File: src/rtl/elevator_request_scheduler.sv
// Elevator car controller: latches floor-request pulses into a pending set
// and sequences car motion and door timing with a collective (SCAN) policy.
module elevator_request_scheduler #(
  parameter int unsigned NUM_FLOORS    = 5,
  parameter int unsigned FLOOR_W       = 3,
  parameter int unsigned TRAVEL_CYCLES = 8,
  parameter int unsigned DOOR_CYCLES   = 4,
  parameter int unsigned TIMER_W       = 16
) (
  input  logic                  clk,
  input  logic                  rst,
  input  logic [NUM_FLOORS-1:0] req_pulse,
  output logic [FLOOR_W-1:0]    current_floor,
  output logic                  moving_up,
  output logic                  moving_down,
  output logic                  door_open,
  output logic [NUM_FLOORS-1:0] pending,
  output logic                  busy
);

  localparam logic [TIMER_W-1:0] TRAVEL_LAST = TIMER_W'(TRAVEL_CYCLES - 1);
  localparam logic [TIMER_W-1:0] DOOR_LAST   = TIMER_W'(DOOR_CYCLES - 1);

  typedef enum logic [1:0] {
    IDLE      = 2'd0,
    MOVE_UP   = 2'd1,
    MOVE_DOWN = 2'd2,
    DOOR_OPEN = 2'd3
  } state_t;

  state_t                state;
  state_t                state_next;
  logic [NUM_FLOORS-1:0] eff;
  logic [NUM_FLOORS-1:0] pending_next;
  logic [FLOOR_W-1:0]    floor_next;
  logic [FLOOR_W-1:0]    floor_step;
  logic [TIMER_W-1:0]    timer;
  logic [TIMER_W-1:0]    timer_next;
  logic                  dir_up;
  logic                  dir_up_next;
  logic                  above;
  logic                  below;

  // One-hot mask selecting floor f.
  function automatic logic [NUM_FLOORS-1:0] floor_mask(input logic [FLOOR_W-1:0] f);
    logic [NUM_FLOORS-1:0] m;
    m = '0;
    for (int unsigned i = 0; i < NUM_FLOORS; i++) begin
      if (FLOOR_W'(i) == f) m[i] = 1'b1;
    end
    return m;
  endfunction

  // Mask of all floors strictly above f.
  function automatic logic [NUM_FLOORS-1:0] above_mask(input logic [FLOOR_W-1:0] f);
    logic [NUM_FLOORS-1:0] m;
    m = '0;
    for (int unsigned i = 0; i < NUM_FLOORS; i++) begin
      if (FLOOR_W'(i) > f) m[i] = 1'b1;
    end
    return m;
  endfunction

  // Mask of all floors strictly below f.
  function automatic logic [NUM_FLOORS-1:0] below_mask(input logic [FLOOR_W-1:0] f);
    logic [NUM_FLOORS-1:0] m;
    m = '0;
    for (int unsigned i = 0; i < NUM_FLOORS; i++) begin
      if (FLOOR_W'(i) < f) m[i] = 1'b1;
    end
    return m;
  endfunction

  // Next-state, request bookkeeping and timer control.
  always_comb begin
    eff          = pending | req_pulse;
    above        = |(eff & above_mask(current_floor));
    below        = |(eff & below_mask(current_floor));
    state_next   = state;
    pending_next = eff;
    floor_next   = current_floor;
    floor_step   = current_floor;
    timer_next   = timer;
    dir_up_next  = dir_up;

    case (state)
      IDLE: begin
        if (|(eff & floor_mask(current_floor))) begin
          state_next   = DOOR_OPEN;
          pending_next = eff & ~floor_mask(current_floor);
          timer_next   = '0;
        end else if ((dir_up && above) || (above && !below)) begin
          state_next  = MOVE_UP;
          dir_up_next = 1'b1;
          timer_next  = '0;
        end else if (below) begin
          state_next  = MOVE_DOWN;
          dir_up_next = 1'b0;
          timer_next  = '0;
        end
      end

      MOVE_UP, MOVE_DOWN: begin
        dir_up_next = (state == MOVE_UP);
        timer_next  = timer + TIMER_W'(1);
        if (timer == TRAVEL_LAST) begin
          floor_step = (state == MOVE_UP) ? current_floor + FLOOR_W'(1)
                                          : current_floor - FLOOR_W'(1);
          floor_next = floor_step;
          timer_next = '0;
          if (|(eff & floor_mask(floor_step))) begin
            state_next   = DOOR_OPEN;
            pending_next = eff & ~floor_mask(floor_step);
          end else if ((state == MOVE_UP) ? |(eff & above_mask(floor_step))
                                          : |(eff & below_mask(floor_step))) begin
            state_next = state;
          end else begin
            state_next = IDLE;
          end
        end
      end

      DOOR_OPEN: begin
        // A call for the floor whose door is already open is simply absorbed.
        pending_next = eff & ~floor_mask(current_floor);
        timer_next   = timer + TIMER_W'(1);
        if (timer == DOOR_LAST) begin
          timer_next = '0;
          if (dir_up ? above : below) begin
            state_next = dir_up ? MOVE_UP : MOVE_DOWN;
          end else if (dir_up ? below : above) begin
            state_next  = dir_up ? MOVE_DOWN : MOVE_UP;
            dir_up_next = !dir_up;
          end else begin
            state_next = IDLE;
          end
        end
      end

      default: begin
        state_next = IDLE;
        timer_next = '0;
      end
    endcase
  end

  // State, position, request set and registered indicator outputs.
  always_ff @(posedge clk) begin
    if (rst) begin
      state         <= IDLE;
      current_floor <= '0;
      pending       <= '0;
      timer         <= '0;
      dir_up        <= 1'b1;
      moving_up     <= 1'b0;
      moving_down   <= 1'b0;
      door_open     <= 1'b0;
      busy          <= 1'b0;
    end else begin
      state         <= state_next;
      current_floor <= floor_next;
      pending       <= pending_next;
      timer         <= timer_next;
      dir_up        <= dir_up_next;
      moving_up     <= (state_next == MOVE_UP);
      moving_down   <= (state_next == MOVE_DOWN);
      door_open     <= (state_next == DOOR_OPEN);
      busy          <= (state_next != IDLE);
    end
  end

endmodule

File: config.mk
export PLATFORM = sky130hd
export DESIGN_NAME = elevator_request_scheduler
export DESIGN_NICKNAME = d
export VERILOG_FILES = /design/src/rtl/elevator_request_scheduler.sv
export SDC_FILE = /design/constraint.sdc
export NUM_CORES = 1
export LEC_CHECK = 0
export ABC_AREA = 1
export CORE_ASPECT_RATIO = 0.5
export CORE_UTILIZATION = 55
export CTS_CLUSTER_SIZE = 20
export DETAILED_ROUTE_END_ITERATION = 6
export GPL_ROUTABILITY_DRIVEN = 1
export PLACE_DENSITY = 0.76
export REMOVE_ABC_BUFFERS = 1
export SYNTH_ARGS = -nofsm -noshare
export SYNTH_HDL_FRONTEND = slang
export SYNTH_SLANG_ARGS = --single-unit
File: constraint.sdc
create_clock -name clk -period 5.2 [get_ports clk]
set_input_delay 1.04 -clock clk [delete_from_list [all_inputs] [get_ports clk]]
set_output_delay 1.04 -clock clk [all_outputs]
set_load 0.01 [all_outputs]
==> qor.yml, run 1 <==
outcome: "completed"
worst-slew-pin-transition_ns: 0.686
rr_worst_depth: 16
worst_hold_startpoint: "timer[15]"
first_pass_grt_wire_length_um: 8710
residual_drc: 0
gpl_wtd_cong: 0.993
post-layout-total-power_w: 0.000699
reg2reg_from: "current_floor[0]"
seq_area_frac_synth_pct: 28.2
end_kind: "flip-flop"
grt_util_all_layers_pct: 26.8
hold_fix_buffer_count_after_cts: 0
overflow: 0
minimum_clock_period_after_layout_ns: 2.90
grt_max_degree: 19
worst_skew_pair.late_latency_ns: 0.29
netlist.area_leader.share_pct: 28.2
grt_pass1_vias: 2020
worst_clock_skew_ns: 0.0127
cts_repair_resize_count: 0
tns_ns: 0
die-height_um: 46.7
detailed_place.area_um2: 2400
hold_viol_final: 0
distinct_cell_type_count_of_the_synthesized_netlist: 37
num-nets-final: 374
cts_root_buf: "clkbuf_8"
vdd_drop_max_v: 0.000173
io_buffers: 18
routedWlPerCell_um: 13.3
type_of_origin_of_the_critical_path: "input port"
yosys_warnings: 0
cts_max_path_buffers: 2
floorplan.core_area_um2: 3620
final-max-slew-violation-count: 0
drv_cap: 0
setup_fix_buffers_added_after_clock_tree_synthesis: 0
mappedNetlistArea_um2: 2200
post-synth-top-area-cell: "dfxtp_1"
h_tree_lvls: 2
numClockSinks: 31
power-per-cell-area_nw_per_um2: 278
met1_usage_pct: 32.1
leakage_power_summed_over_all_cells_nw: 1.03
rsz0062_at_grt: "false"
dp_hpwl_um: 4140
drive_above_1_share_pct: 13.9
synthesis.instances: 339
cp_data_arrival_time_ns: 3.09
grt_most_used_layer: "met2"
floorplan.die_area_um2: 4270
start_util_pct: 60.7
finalCritPeriodShare_pct: 55.8
clock.fmax_ghz: 0.345
placementRows: 15
io_pins: 19
antenna_cells_inserted: 0
flow.area_growth_from_synthesis_pct: 14.5
die_width_um: 91.4
synth_area_per_cell_um2: 6.48
report.final.setup_viol: 0
dr.pass1.iters: 5
dr_total_vias: 2286
postSynthRegisterBits: 31
worst_ep_required_time_ns: 5.39
cp_max_fo: 16
globalRouteMet2Util_pct: 49.5
endpoint_of_the_worst_hold_path: "timer[15]"
finish.utilization_pct: 69.4
r2r-end: "moving_up"
whs_path_depth: 2
grt_antenna_before_repair: 0
cts_tree: "done"
path_clk_slew_ns: 0.07
grt_util_met3_pct: 6.44
postRouteAntennaNets: 0
routed_via_density: 5.58
hold_path_class: "reg2reg"
detail_route.wirelength_um: 5430
first_iteration_detailed_routing_drc_count: 133
relSlewSlack_pct: 54.2
yosys-top-cells-area: "dfxtp_1, nand2_1, inv_1, a21oi_1, ha_1"
post_route_cell_area_um2: 2510
critPathKind: "in2reg"
cts-buffers-inserted: 5
timing.reg2reg.setup_slack_ns: 2.54
==> synthesized netlist by cell type <==
master and count:
o2111ai_1 1, a211oi_1 1, o21ai_0 22, o21bai_2 1, inv_1 40, a21oi_2 1, and3_1 1, clkinv_1 1
nor2_4 3, nand3b_1 2, nand3_4 1, nor2_1 26, inv_2 5, a21boi_1 1, nand2_1 83, o211ai_1 4
nand2_4 2, o21ai_1 4, nor2_2 12, a22oi_1 2, nand2_2 9, inv_4 2, a31oi_1 1, ha_1 9
or2_2 1, nand3_2 4, buf_2 1, nor3_1 6, a21oi_1 29, buf_1 1, dfxtp_1 31, o311ai_0 1
nand4_1 7, buf_6 2, nand3_1 19, nor3_2 1, clkbuf_1 2
==> state kept, by name, summed over array words and instances (netlist names) <==
name           flops
busy               1
current_floor      3
dir_up             1
door_open          1
moving_down        1
moving_up          1
pending            5
state              2
timer             16
==> cell type report <==
type | instances | area, µm²
clock buffer | 5 | 68.8
tap | 51 | 63.8
timing repair buffer | 18 | 180
sequential | 31 | 621
inverter | 48 | 185
multi-input combinational | 254 | 1350
clock inverter | 3 | 43.8
fill | 312 | 1110
==> power breakdown <==
group / internal (W) / leakage, nW / switching (W)
logic: 0.0000704 / 0.722 / 0.000123
clock network: 0.000143 / 0.0581 / 0.0000971
registers: 0.000255 / 0.252 / 0.0000104
total: 0.000468 / 1.03 / 0.000231
==> cells in the final DEF, fill, tap and decap left out, types with 2 or more instances in the layout <==
cell / instances
nand2_1: 83
inv_1: 40
dfxtp_1: 31
a21oi_1: 29
nor2_1: 26
o21ai_0: 22
nand3_1: 19
clkdlybuf4s50_1: 18
nor2_2: 12
nand2_2: 9
ha_1: 9
nand4_1: 7
nor3_1: 6
inv_2: 5
clkbuf_8: 5
nand3_2: 4
o211ai_1: 4
o21ai_1: 4
nor2_4: 3
inv_4: 2
nand2_4: 2
a22oi_1: 2
nand3b_1: 2
==> how the worst max path moves through the flow <==
stage / depth (start not counted) / slack, ns / from / end
2_1_floorplan: 9 / 2.80 / req_pulse[3] / timer[14]
3_3_place_gp: 10 / 2.15 / req_pulse[3] / timer[14]
3_5_place_dp: 10 / 2.07 / req_pulse[3] / timer[14]
4_1_cts: 10 / 2.33 / req_pulse[3] / timer[14]
5_1_grt: 10 / 2.19 / req_pulse[1] / timer[14]
6_report: 10 / 2.30 / req_pulse[3] / timer[14]
==> critical path, cell delays in order <==
cell	delay (ns)
clkdlybuf4s50_1	0.40
nor2_1	0.27
inv_2	0.11
o211ai_1	0.18
nand3_1	0.18
nor2_2	0.16
nand2_2	0.09
nor2_4	0.34
nand2_1	0.10
a211oi_1	0.21
==> metrics by stage <==
step	hold WS (ns)	setup slack, ns	cells
3_3_place_gp	0.457	2.15	402
5_1_grt	0.509	2.19	410
3_5_place_dp	0.468	2.07	402
2_1_floorplan	0.438	2.80	333
4_1_cts	0.480	2.33	410
6_report	0.476	2.30	410
==> routing by layer <==
metal	share of wire, %	wire [µm]
met5	0	0
met4	1.1	61
met3	6.2	339
met2	47	2550
met1	46	2480
==> kinds of logic after synthesis <==
kind of cell / share of synthesized area (%)
AOI/OAI and AO/OA: 17.3
adders and majority gates: 5.13
buffers and inverters: 10.2
DFF: 28.2
and+or+nand+nor: 39.2
No activity file was read; power rests on OpenSTA's default activity.
==> run 2, diff against run 1 <==
==> constraint.sdc (replaced) <==
create_clock -name clk -period 2.7 [get_ports clk]
set_input_delay 0.54 -clock clk [delete_from_list [all_inputs] [get_ports clk]]
set_output_delay 0.54 -clock clk [all_outputs]
set_load 0.01 [all_outputs]
==> run 2 against run 1 <==
Compared with the run above: worst hold slack got worse by 0.011 ns; clock skew decreased by 0.0054 ns; wire length increased by 1.6%; final cell count increased by 1.2%; non-clock buffer count increased by 5; clock-buffer cell count increased by 1; sequential power increased by 93%; clock power increased by 54%.
==> qor.yml, run 2 (synthesis gave the netlist of run 1 again) <==
grt_pass1_vias: 1956  # was 2020
mostFrequentLayoutCell: "nand2_1"  # unchanged
whs_path_depth: 2  # unchanged
dr_total_vias: 2283  # was 2286
dr.pass1.iters: 6  # was 5
cp_slowest_stage_delay_ns: 0.43  # was 0.40 ns
grt_util_all_layers_pct: 27.7  # was 26.8%
routed_via_density: 5.50  # was 5.58
cts_tree: "done"  # unchanged
antenna_cells_inserted: 0  # unchanged
tns_ns: 0  # unchanged
cpMaxStageDelayCell: "dfxtp_2"  # was clkdlybuf4s50_1
worst_ep_required_time_ns: 2.88  # was 5.39 ns
critical_path.most_common_cell: "nand2_1"
clock_power_share_pct: 29.4  # was 34.3%
power.share.combinational_pct: 30.1  # was 27.7%
path_clk_slew_ns: 0.07  # about the same
endpoint_of_the_worst_hold_path: "timer[15]"  # unchanged
final-max-slew-violation-count: 0  # unchanged
floorplan.core_area_um2: 3620  # unchanged
layoutNonFillerInstCount: 415  # was 410
worst_clock_skew_ns: 0.00731  # was 0.0127 ns
netSwitchingPower_w: 0.000449  # was 0.000231 W
largest_registers: "timer: 16 flops, pending: 5 flops, current_floor: 3 flops"  # unchanged
start_util_pct: 60.7  # unchanged
fillCellCount: 337  # was 312
vdd_drop_max_v: 0.000293  # was 0.000173 V
largest_reg_flops: 16  # unchanged
first_pass_grt_wire_length_um: 8890  # was 8710 µm
sequential_share_of_power_pct: 40.5  # was 38.0%
rsz0062_at_grt: "false"  # unchanged
num-nets-final: 379  # was 374
cts_repair_resize_count: 0  # unchanged
cts_max_path_buffers: 2  # unchanged
power-per-cell-area_nw_per_um2: 496  # was 278 nW/µm²
critPathKind: "reg2reg"  # was in2reg
setup_fix_buffers_added_after_clock_tree_synthesis: 0  # unchanged
placementRows: 15  # unchanged
type_of_origin_of_the_critical_path: "flip-flop"  # was input port
end_kind: "flip-flop"  # unchanged
numClockSinks: 31  # unchanged
report.final.setup_viol: 0  # unchanged
relSlewSlack_pct: 63.0  # was 54.2%
post-layout-total-power_w: 0.00126  # was 0.000699 W
dp_hpwl_um: 4210  # was 4140 µm
hold_viol_final: 0  # unchanged
outcome: "completed"  # unchanged
hold_path_class: "reg2reg"  # unchanged
drv_cap: 0  # unchanged
residual_drc: 0  # unchanged
die_width_um: 91.4  # unchanged
detail_route.wirelength_um: 5520  # was 5430 µm
flow.area_growth_from_synthesis_pct: 15.5  # was 14.5%
floorplan.die_area_um2: 4270  # unchanged
post-place-cells: 407  # was 402
hold_fix_buffer_count_after_cts: 0  # unchanged
routedWlPerCell_um: 13.3  # about the same
rr_worst_depth: 17  # was 16
clock.fmax_ghz: 0.435
worst_skew_pair.late_latency_ns: 0.29  # about the same
commonest_cells_after_routing_fill_and_taps_aside: "nand2_1, inv_1, dfxtp_1"  # unchanged
crit_chain: "inv_1 > ha_1 > inv_1 > nand2_2 > nand3_1 > nor2_2 > nor2_1 > nor2_1 > nand2_1 > nand2_1 > nand2_1 > nand2_1 > nand2_1 > nand2_1 > nand2_2 > nand2_2 > nand2_1"  # was clkdlybuf4s50_1 > nor2_1 > inv_2 > o211ai_1 > nand3_1 > nor2_2 > nand2_2 > nor2_4 > nand2_1 > a211oi_1
worst-slew-pin-transition_ns: 0.555  # was 0.686 ns
grt_antenna_before_repair: 0  # unchanged
cts-buffers-inserted: 5  # unchanged
int_pwr_w: 0.000811  # was 0.000468 W
postRouteAntennaNets: 0  # unchanged
reg2reg_from: "current_floor[1]"  # was current_floor[0]
finalCritPeriodShare_pct: 85.2
cts_root_buf: "clkbuf_8"  # unchanged
leakage_power_summed_over_all_cells_nw: 1.04  # was 1.03 nW
power.switching_fraction_pct: 35.6  # was 33.1%
drive_above_1_share_pct: 15.1  # was 13.9%
worst_hold_startpoint: "timer[15]"  # unchanged
timing.reg2reg.setup_slack_ns: 0.40  # was 2.54 ns
first_iteration_detailed_routing_drc_count: 150  # was 133
cp_max_fo: 7  # was 16
minimum_clock_period_after_layout_ns: 2.30
die-height_um: 46.7  # unchanged
h_tree_lvls: 2  # unchanged
io_buffers: 18  # unchanged
gpl_wtd_cong: 0.943  # was 0.993
cp_data_arrival_time_ns: 2.48  # was 3.09 ns
grt_max_degree: 18  # was 19
r2r-end: "busy"  # was moving_up
io_pins: 19  # unchanged
overflow: 0  # unchanged
largest-register: "timer"  # unchanged
## run 2: changes by cell type in the layout (fill, tap and decap cells not counted), sizes merged
cell | before | now
buf | 0 | 5
bufinv | 1 | 0
clkbuf | 5 | 6
clkinv | 3 | 2
clkinvlp | 0 | 1
## run 2: area by class of cell
type	count	area [µm²]	share of cell area, %
multi-input cells	254	1350	53.3
flip-flops and latches	31	622	24.5
repair buffers	23	230	9.07
inverters	48	185	7.29
clock buffers	6	72.6	2.86
well taps	51	63.8	2.51
clock inverters	2	12.5	0.493
## run 2: worst max path at each step
stage / depth (start not counted) / start / slack [ns] / to
after floorplan: 17 / current_floor[0] / 0.47 / busy
after global placement: 11 / req_pulse[2] / 0.26 / timer[5]
after detailed placement: 11 / req_pulse[2] / 0.18 / timer[2]
after CTS: 17 / current_floor[1] / 0.28 / busy
after global routing: 16 / current_floor[1] / 0.15 / moving_down
final: 17 / current_floor[1] / 0.40 / busy
## run 2: power by group through the flow
stage                     logic [W]  clock network (W)  registers (W)
final                      0.000379           0.000370       0.000511
after global routing       0.000418           0.000398       0.000515
after CTS                  0.000374           0.000377       0.000511
after detailed placement   0.000373                  0       0.000522
after global placement     0.000368                  0       0.000521
after floorplan            0.000238                  0       0.000529
## run 2: critical path, delay by kind of cell (launching register included)
family | cells | cell delay (ns)
adder cells (fa/ha/maj) | 1 | 0.33
buffers and inverters | 2 | 0.19
flip-flops | 1 | 0.43
AND/OR/NAND/NOR | 14 | 1.25
## run 2: stage by stage
| step | setup slack (ns) | util (%) | hold slack [ns] | cell area, µm² |
|---|---|---|---|---|
| 2_1_floorplan | 0.466 | - | 0.438 | 2160 |
| 3_3_place_gp | 0.264 | 67.7 | 0.453 | 2450 |
| 3_5_place_dp | 0.182 | 67.7 | 0.454 | 2450 |
| 4_1_cts | 0.284 | 70.1 | 0.465 | 2540 |
| 5_1_grt | 0.154 | 70.1 | 0.492 | 2540 |
| 6_report | 0.399 | 70.1 | 0.465 | 2540 |
## run 2: per-layer routing
layer | routed length, µm | global-route usage [%] | share of wire [%]
met5 | 0 | 0 | 0
met4 | 54 | 8.25 | 0.98
met2 | 2530 | 48.4 | 46
met1 | 2570 | 34.2 | 47
met3 | 363 | 7.92 | 6.6
==> run 3, diff against run 2 <==
--- a/config.mk
+++ b/config.mk
@@ -11,7 +11,7 @@
 export CTS_CLUSTER_SIZE = 20
 export DETAILED_ROUTE_END_ITERATION = 6
 export GPL_ROUTABILITY_DRIVEN = 1
-export PLACE_DENSITY = 0.76
+export PLACE_DENSITY = 0.82
 export REMOVE_ABC_BUFFERS = 1
 export SYNTH_ARGS = -nofsm -noshare
 export SYNTH_HDL_FRONTEND = slang
==> run 3 against run 2 <==
Compared with the run above: utilization decreased by 0.17 points; first-iteration DRC count decreased by 33%; clock-buffer cell count unchanged; die area unchanged; worst hold slack improved by 0.0061 ns; non-clock buffer count increased by 1; critical endpoint is now timer[14]; largest cell class unchanged.
==> qor.yml, run 3 (synthesis gave the netlist of run 1 again) <==
clock_power_share_pct: 29.3  # was 29.4%
report.final.setup_viol: 0  # unchanged
finalCritPeriodShare_pct: 85.4  # was 85.2%
start_util_pct: 60.7  # unchanged
cts_root_buf: "clkbuf_8"  # unchanged
grt_most_used_layer: "met2"  # unchanged
critPathKind: "in2reg"  # was reg2reg
residual_drc: 0  # unchanged
num-nets-final: 380  # was 379
io_pins: 19  # unchanged
die-height_um: 46.7  # unchanged
largest_reg_flops: 16  # unchanged
drv_cap: 0  # unchanged
rr_worst_depth: 17  # unchanged
setup_fix_buffers_added_after_clock_tree_synthesis: 0  # unchanged
grt_util_all_layers_pct: 27.7  # about the same
commonest_cells_after_routing_fill_and_taps_aside: "nand2_1, inv_1, dfxtp_1"  # unchanged
floorplan.die_area_um2: 4270  # unchanged
relSlewSlack_pct: 62.8  # was 63.0%
largest_registers: "timer: 16 flops, pending: 5 flops, current_floor: 3 flops"  # unchanged
gpl_wtd_cong: 0.932  # was 0.943
largest-register: "timer"  # unchanged
grt_antenna_before_repair: 0  # unchanged
post-route-worst-setup-slack_ns: 0.394  # was 0.399 ns
int_pwr_w: 0.000813  # was 0.000811 W
path_clk_slew_ns: 0.07  # about the same
worst_clock_skew_ns: 0.00411  # was 0.00731 ns
fillCellCount: 312  # was 337
cts-buffers-inserted: 5  # unchanged
outcome: "completed"  # unchanged
postRouteAntennaNets: 0  # unchanged
tns_ns: 0  # unchanged
post-layout-total-power_w: 0.00126  # about the same
dr.pass1.iters: 6  # unchanged
finish.utilization_pct: 69.9  # was 70.1%
globalRouteMet2Util_pct: 46.9  # was 48.4%
cpMaxStageDelayCell: "clkdlybuf4s50_1"  # was dfxtp_2
die_width_um: 91.4  # unchanged
antenna_cells_inserted: 0  # unchanged
cp_slowest_stage_delay_ns: 0.40  # was 0.43 ns
leakage_power_summed_over_all_cells_nw: 1.05  # was 1.04 nW
crit_chain: "clkdlybuf4s50_1 > nor2_1 > inv_1 > nand3_1 > nand3_1 > nor2_2 > nand2_2 > nor2_4 > nand2_1 > a211oi_1"  # was inv_1 > ha_1 > inv_1 > nand2_2 > nand3_1 > nor2_2 > nor2_1 > nor2_1 > nand2_1 > nand2_1 > nand2_1 > nand2_1 > nand2_1 > nand2_1 > nand2_2 > nand2_2 > nand2_1
worst_hold_startpoint: "timer[15]"  # unchanged
reg2reg_from: "state[1]"  # was current_floor[1]
power-per-cell-area_nw_per_um2: 498  # was 496 nW/µm²
dr_total_vias: 2266  # was 2283
dp_hpwl_um: 4210  # about the same
end_kind: "flip-flop"  # unchanged
whs_path_depth: 2  # unchanged
grt_pass1_vias: 1997  # was 1956
clock.fmax_ghz: 0.434  # was 0.435 GHz
placementRows: 15  # unchanged
timing.reg2reg.setup_slack_ns: 0.44  # was 0.40 ns
routedWlPerCell_um: 13.3  # about the same
post_route_cell_area_um2: 2530  # was 2540 µm²
dp_slack_ns: 0.122  # was 0.182 ns
minimum_clock_period_after_layout_ns: 2.31  # was 2.30 ns
routed_via_density: 5.45  # was 5.50
numClockSinks: 31  # unchanged
io_buffers: 18  # unchanged
cp_data_arrival_time_ns: 2.51  # was 2.48 ns
multi_input_area_um2: 1350  # unchanged
cp_max_fo: 16  # was 7
sequential_share_of_power_pct: 40.6  # was 40.5%
final-max-slew-violation-count: 0  # unchanged
hold_path_class: "reg2reg"  # unchanged
sequential_cell_area_um2: 621  # was 622 µm²
flow.area_growth_from_synthesis_pct: 15.3  # was 15.5%
r2r-end: "busy"  # unchanged
vdd_drop_max_v: 0.000344  # was 0.000293 V
rsz0062_at_grt: "false"  # unchanged
detailed_place.area_um2: 2450  # about the same
first_pass_grt_wire_length_um: 8980  # was 8890 µm
met1_usage_pct: 35.0  # was 34.2%
worst_skew_pair.late_latency_ns: 0.29  # about the same
hold_fix_buffer_count_after_cts: 0  # unchanged
cts_tree: "done"  # unchanged
critical_path.top_delay_family: "simple AND/OR/NAND/NOR gates"  # unchanged
netSwitchingPower_w: 0.000448  # was 0.000449 W
critical_path.most_common_cell: "nand3_1"  # was nand2_1
worst_ep_required_time_ns: 2.91  # was 2.88 ns
endpoint_of_the_worst_hold_path: "timer[15]"  # unchanged
drive_above_1_share_pct: 15.1  # about the same
critPathLaunch: "req_pulse[4]"  # was current_floor[1]
grt_max_degree: 18  # unchanged
worst-slew-pin-transition_ns: 0.558  # was 0.555 ns
power.switching_fraction_pct: 35.5  # was 35.6%
h_tree_lvls: 2  # unchanged
first_iteration_detailed_routing_drc_count: 101  # was 150
grt_util_met3_pct: 7.76  # was 7.92%
hold_viol_final: 0  # unchanged
detail_route.wirelength_um: 5530  # was 5520 µm
cts_max_path_buffers: 2  # unchanged
overflow: 0  # unchanged
cts_repair_resize_count: 0  # unchanged
power.share.combinational_pct: 30.1  # about the same
floorplan.core_area_um2: 3620  # unchanged
crit_cells: 10  # was 17
worstPathBufferInverterCount: 2  # unchanged
type_of_origin_of_the_critical_path: "input port"  # was flip-flop
mostFrequentLayoutCell: "nand2_1"  # unchanged
==> run 3: worst max-delay path by stage <==
| stage | to | slack [ns] |
|---|---|---|
| after floorplan | busy | 0.47 |
| after global placement | timer[14] | 0.17 |
| after detailed placement | timer[14] | 0.12 |
| after CTS | timer[14] | 0.41 |
| after global routing | timer[14] | 0.19 |
| final | timer[14] | 0.39 |
==> run 3: worst reg2reg max path, delay by kind of cell, from the launching register on <==
family,cells,cell delay [ns]
simple gates,14,1.26
buf+inv,2,0.21
flops,1,0.35
fa+ha+maj,1,0.33
==> run 3: area by class of cell <==
class / count / area share, %
Clock inverter: 2 / 0.494
Inverter: 48 / 7.31
Sequential cell: 31 / 24.5
Tap cell: 51 / 2.52
Multi-Input combinational cell: 254 / 53.4
Clock buffer: 6 / 2.87
Timing Repair Buffer: 24 / 8.89
==> run 3: metal layers <==
layer / wire (µm) / part of all wire (%)
met2: 2510 / 45
met5: 0 / 0
met4: 65 / 1.2
met3: 394 / 7.1
met1: 2560 / 46
==> run 3: stage by stage <==
stage,hold WS [ns],std cells
finish,0.471,416
global route,0.491,416
CTS,0.468,416
detailed placement,0.457,408
global placement,0.452,408
floorplan,0.438,333
==> run 3: power groups by stage <==
stage | clock, W | combinational (W) | sequential [W]
finish | 0.000370 | 0.000380 | 0.000512
global route | 0.000387 | 0.000420 | 0.000516
detailed placement | 0 | 0.000374 | 0.000522
global placement | 0 | 0.000371 | 0.000519
CTS | 0.000369 | 0.000377 | 0.000512
floorplan | 0 | 0.000238 | 0.000529
